File: src/rtl/bitty_param_core.sv
// Parametrised multi-cycle Bitty core: IDLE -> LOAD_S -> EXEC -> WB per instruction,
// with a valid/ready instruction handshake, carry/zero flags and preload/debug register access.
module bitty_param_core #(
  parameter int DATA_W = 16,
  parameter int NREG   = 8
) (
  input  logic              clk,
  input  logic              reset,
  input  logic              instr_valid,
  output logic              instr_ready,
  input  logic [15:0]       din,
  input  logic              ld_en,
  input  logic [2:0]        ld_addr,
  input  logic [DATA_W-1:0] ld_data,
  input  logic [2:0]        dbg_addr,
  output logic [DATA_W-1:0] dbg_data,
  output logic              done,
  output logic              illegal,
  output logic              carry,
  output logic              zero
);

  localparam int         SH_W   = $clog2(DATA_W);
  localparam logic [3:0] NREG_L = 4'(NREG);

  typedef enum logic [1:0] {
    IDLE   = 2'd0,
    LOAD_S = 2'd1,
    EXEC   = 2'd2,
    WB     = 2'd3
  } state_t;

  state_t            state;
  state_t            state_nxt;
  logic [15:0]       ir;
  logic [DATA_W-1:0] regs [8];
  logic [DATA_W-1:0] s;
  logic [DATA_W-1:0] c;

  logic [1:0]        fmt;
  logic [2:0]        op;
  logic [2:0]        rx;
  logic [2:0]        ry;
  logic [7:0]        imm8;
  logic              legal;
  logic [DATA_W-1:0] opb;
  logic [DATA_W:0]   sum_ext;
  logic [DATA_W-1:0] alu_res;
  logic              alu_carry;

  // Register indices at or beyond NREG do not exist; the spare array slots stay at zero.
  function automatic logic in_range(input logic [2:0] idx);
    return ({1'b0, idx} < NREG_L);
  endfunction

  assign fmt  = ir[1:0];
  assign op   = ir[4:2];
  assign rx   = ir[15:13];
  assign ry   = ir[12:10];
  assign imm8 = ir[12:5];

  assign legal = ((fmt == 2'b00) || (fmt == 2'b01)) && in_range(rx) &&
                 ((fmt != 2'b00) || in_range(ry));

  assign instr_ready = (state == IDLE) && !reset;
  assign sum_ext     = {1'b0, s} + {1'b0, opb};

  // Second operand: register in R format, zero-extended immediate otherwise.
  always_comb begin
    opb = '0;
    if (fmt == 2'b01) begin
      opb = DATA_W'(imm8);
    end else begin
      opb = regs[ry];
    end
  end

  // ALU result and carry for the current instruction.
  always_comb begin
    alu_res   = '0;
    alu_carry = 1'b0;
    case (op)
      3'd0: begin
        alu_res   = sum_ext[DATA_W-1:0];
        alu_carry = sum_ext[DATA_W];
      end
      3'd1: begin
        alu_res   = s - opb;
        alu_carry = (s < opb);
      end
      3'd2: alu_res = s & opb;
      3'd3: alu_res = s | opb;
      3'd4: alu_res = s ^ opb;
      3'd5: alu_res = s << opb[SH_W-1:0];
      3'd6: alu_res = s >> opb[SH_W-1:0];
      3'd7: begin
        if (s == opb) begin
          alu_res = '0;
        end else if (s > opb) begin
          alu_res = DATA_W'(2'd1);
        end else begin
          alu_res = DATA_W'(2'd2);
        end
      end
      default: alu_res = '0;
    endcase
  end

  // Debug read port, zero for non-existent registers.
  always_comb begin
    dbg_data = '0;
    if (in_range(dbg_addr)) begin
      dbg_data = regs[dbg_addr];
    end else begin
      dbg_data = '0;
    end
  end

  // Next-state logic: IDLE waits for a valid instruction, the other states advance unconditionally.
  always_comb begin
    state_nxt = state;
    case (state)
      IDLE: begin
        if (instr_valid) begin
          state_nxt = LOAD_S;
        end else begin
          state_nxt = IDLE;
        end
      end
      LOAD_S:  state_nxt = EXEC;
      EXEC:    state_nxt = WB;
      WB:      state_nxt = IDLE;
      default: state_nxt = IDLE;
    endcase
  end

  // State, datapath registers, flags and retire pulse.
  always_ff @(posedge clk) begin
    if (reset) begin
      state   <= IDLE;
      ir      <= 16'h0000;
      s       <= '0;
      c       <= '0;
      done    <= 1'b0;
      illegal <= 1'b0;
      carry   <= 1'b0;
      zero    <= 1'b0;
      for (int i = 0; i < 8; i++) begin
        regs[i] <= '0;
      end
    end else begin
      state   <= state_nxt;
      done    <= 1'b0;
      illegal <= 1'b0;
      case (state)
        IDLE: begin
          // Preload and accept may coincide; LOAD_S then reads the preloaded value.
          if (ld_en && in_range(ld_addr)) begin
            regs[ld_addr] <= ld_data;
          end
          if (instr_valid) begin
            ir <= din;
          end
        end
        LOAD_S: s <= regs[rx];
        EXEC: begin
          if (legal) begin
            c     <= alu_res;
            carry <= alu_carry;
            zero  <= (alu_res == '0);
          end
        end
        WB: begin
          if (legal) begin
            regs[rx] <= c;
          end
          done    <= 1'b1;
          illegal <= !legal;
        end
        default: state <= IDLE;
      endcase
    end
  end

endmodule

File: config.mk
export PLATFORM = sky130hd
export DESIGN_NAME = bitty_param_core
export DESIGN_NICKNAME = d
export VERILOG_FILES = /design/src/rtl/bitty_param_core.sv
export SDC_FILE = /design/constraint.sdc
export NUM_CORES = 1
export LEC_CHECK = 0
export ABC_AREA = 1
export BUFFER_PORTS_ARGS = -buffer_cell sky130_fd_sc_hd__buf_4
export CAP_MARGIN = 10
export CORE_MARGIN = 2
export CORE_UTILIZATION = 45
export CTS_BUF_LIST = sky130_fd_sc_hd__clkbuf_4
export DETAILED_ROUTE_END_ITERATION = 10
export HOLD_SLACK_MARGIN = 0.05
export PLACE_DENSITY_LB_ADDON = 0.3
export SETUP_SLACK_MARGIN = 0.5
export SLEW_MARGIN = 20
export SYNTH_ARGS = -nofsm -noshare
export SYNTH_HDL_FRONTEND = slang
export SYNTH_SLANG_ARGS = --single-unit
File: constraint.sdc
create_clock -name clk -period 8.9 [get_ports clk]
set_input_delay 0.445 -clock clk [delete_from_list [all_inputs] [get_ports clk]]
set_output_delay 0.445 -clock clk [all_outputs]
set_load 0.02 [all_outputs]
==> results by group <==
Die
  – Initial Util: 45.5%
  – Num ports: 63
  – Placeable Area: between 30,000 and 40,000 um^2
  – Die outline height: between 150 and 200 um
  – Rows: 64
  – Die W: 179 um
  – Die Area: 32,200 um^2

Finish
  – Commonest non-fill, non-tap cell in the layout: nand2_1
  – Most frequent cells in the layout: nand2_1, o21ai_0, nor2_1
  – Nets: approximately 2,000
  – P&R area growth vs syn: 5.29%
  – Layout cells sized above 1: 7.04%
  – Final instance area: around 15,000 um^2
  – Fillers: about 3,100

Synthesis
  – Sequential area share after synthesis: 36.0%
  – Synthesized area: 13,900 um^2
  – Syn Inst Count: about 2,000
  – Top_reg_cell synth: edfxtp_1
  – Synth Area per Inst: 7.01 um^2
  – Synth Net Count: roughly 2,100
  – Seq cells post-synth: approximately 190
  – Synth cell types: 44
  – Async S/R FF share, synth: 0%
  – Yosys warns: 0
  – Post-synth EDFFs: about 130

Worst setup path
  – Worst Path Required: around 9.5 ns
  – Crit. End Element: register
  – R2R depth: 25
  – CP max FO: approximately 120
  – FF-to-FF End: zero
  – CP Class: reg -> reg
  – Setup crit start kind: register
  – CP arrival: between 5 and 6 ns
  – R2R setup slack: ~3.7 ns

Route
  – Post-DR vias/cell: about 6.0
  – WL final: just under 50 mm
  – TritonRoute pass-1 iters: 9
  – DR vias: about 14,000
  – Per-cell routed wire length: between 20 and 25 um
  – Starting DRT DRC Count: 1,682
  – Residual DRC: 0
  – Final ANT Viol Nets: 0

Power and ir drop
  – P per Cell Area: about 270 nW/um^2
  – LEAKAGE: ~6.2 nW
  – Worst VDD drop: between 0.00009 and 0.0001 V
  – Power, Total: between 0.003 and 0.004 W

Hold path
  – Worst Hold End: ir[0]
  – WHS Path Cells: 3
  – HP Class: in -> reg
  – Hold path start: din[0]

Clock network
  – Worst-Skew Late Latency: 0.62 ns
  – Root Buffer Master: clkbuf_4
  – Clock sinks: ~190
  – Clk slew on worst S/H paths: about 0.17 ns
  – CTS tree: done
  – H-tree depth: 4
  – Clk buf depth: 2
  – Num CTS Buffers: 17
  – Post CTS Setup Buffer Count: 0
  – PostCTS Resize Cnt: 0

Timing
  – Slew @ Worst Pin: 1.19 ns
  – Sum of negative setup slack: 0 ns
  – Fin crit period: between 5 and 6 ns
  – RSZ-0062 raised after global routing: false
  – Tcrit/Tclk final: between 50 and 60%
  – Fin. max-slew vios: 0
  – Final Hold Violating Endpoints: 0
  – Layout Skew: 0.0326 ns
  – Max Clock Freq: 0.193 GHz
  – Slew HR: 20.8%
  – Setup-failing EPs final: 0

Global route
  – Pin count of the biggest net entering global routing: 116
  – Antenna violations before repair: 1
  – Overall routing resource usage: a little under 30%
  – Number of global-route vias before repair: around 13,000
  – First-pass GRT wire length: 74.4 mm
  – Grt ovf: 0

Run status
  – Status: completed

Flow run
  – Maxcap violations: 0

Place
  – Dpl hpwl: around 35 mm
  – Gpl congestion: between 1 and 1.5
  – DP Area: 14,300 um^2
  – IO Port Bufs: 62
-- sequential cells by signal (all words and copies together) (netlist names), named ones only --
| register | cells |
|---|---|
| regs | 128 |
| c | 16 |
| ir | 16 |
| carry | 1 |
| done | 1 |
| zero | 1 |
| s | 16 |
| state | 2 |
| illegal | 1 |
-- per-stage QoR --
| stage | util [%] | std cells | setup WS [ns] | hold slack, ns |
|---|---|---|---|---|
| CTS | 47.9 | 2357 | 3.90 | 0.0734 |
| global placement | 47.0 | 2324 | 4.06 | 0.457 |
| global route | 47.9 | 2358 | 3.35 | 0.0760 |
| finish | 47.9 | 2358 | 3.71 | 0.0908 |
| detailed placement | 47.0 | 2324 | 3.92 | 0.466 |
| floorplan | - | 1976 | 5.32 | 0.425 |
-- worst max-delay path by stage --
stage	startpoint	to	slack, ns	cells after the start
floorplan	register	zero	5.32	25
global placement	register	zero	4.06	27
detailed placement	register	zero	3.92	25
CTS	register	zero	3.90	25
global route	register	zero	3.35	25
finish	register	zero	3.71	25
-- synthesized netlist by cell type (15+ instances only) --
| cell type | n | area share (%) |
|---|---|---|
| inv_1 | 213 | 5.8 |
| o21ai_0 | 251 | 9.1 |
| dfxtp_1 | 57 | 8.2 |
| nand2_1 | 292 | 7.9 |
| o211ai_1 | 48 | 2.6 |
| clkbuf_1 | 76 | 2.1 |
| a31oi_1 | 18 | 0.81 |
| ha_1 | 54 | 4.9 |
| a21oi_1 | 214 | 7.7 |
| nand3_1 | 198 | 7.2 |
| buf_6 | 15 | 1.2 |
| nor2_1 | 249 | 6.7 |
| edfxtp_1 | 128 | 28 |
| buf_2 | 17 | 0.61 |
| o22ai_1 | 18 | 0.81 |
-- cell type report --
type | instances | area (um^2) | area share, %
sequential | 185 | 4990 | 34.2
clock inverter | 15 | 131 | 0.901
inverter | 227 | 855 | 5.86
antenna | 1 | 2.50 | 0.0172
tap | 396 | 495 | 3.40
multi-input combinational | 1440 | 7400 | 50.7
timing repair buffer | 77 | 581 | 3.98
clock buffer | 17 | 128 | 0.875
-- worst max-delay path: stages, from the launching register on --
cell	delay [ns]
dfxtp_4	1.06
inv_4	0.25
nand2_1	0.13
nand3_1	0.08
nand3_1	0.10
nand3_1	0.13
nand2_2	0.59
inv_2	0.46
ha_1	0.44
nor2_1	0.21
nand2_1	0.07
nand2_1	0.10
nand2_1	0.06
nand2_1	0.08
inv_1	0.07
o21bai_1	0.25
nand4_1	0.16
nand2_1	0.09
nand2_1	0.05
nand3_1	0.07
nand4_1	0.09
nor2_1	0.17
nand3_1	0.10
nor2_1	0.10
nand2_1	0.07
a21oi_2	0.10
-- repair_timing --
action,in CTS,in global routing
endpoints found under the setup margin,0,0
hold buffers,1,0
hold endpoints to repair,1,0
-- layer usage --
layer | share of wire (%) | global-route usage [%] | up-vias | routed length, um
met2 | 46 | 48.8 | 756 | 22900
met3 | 8.1 | 4.01 | 145 | 4020
li1 | - | - | 6669 | -
met4 | 4.6 | 13.2 | 0 | 2260
met5 | 0 | 0 | - | 0
met1 | 41 | 38.7 | 6673 | 20200
-- kinds of logic after synthesis --
family                     share of synthesized area, %
and+or+nand+nor                                    24.1
xor gates and xnor gates                          0.379
AOI/OAI and AO/OA                                  22.9
DFF                                                36.0
adders and majority gates                          5.17
muxes                                             0.795
buffers and inverters                              10.6
-- where the power goes --
group,switching (W),internal (W)
Clock,0.000311,0.000163
Sequential,0.000133,0.00102
Combinational,0.00160,0.000663
Total,0.00204,0.00185
Note: power is estimated with default switching activity, not from simulation.
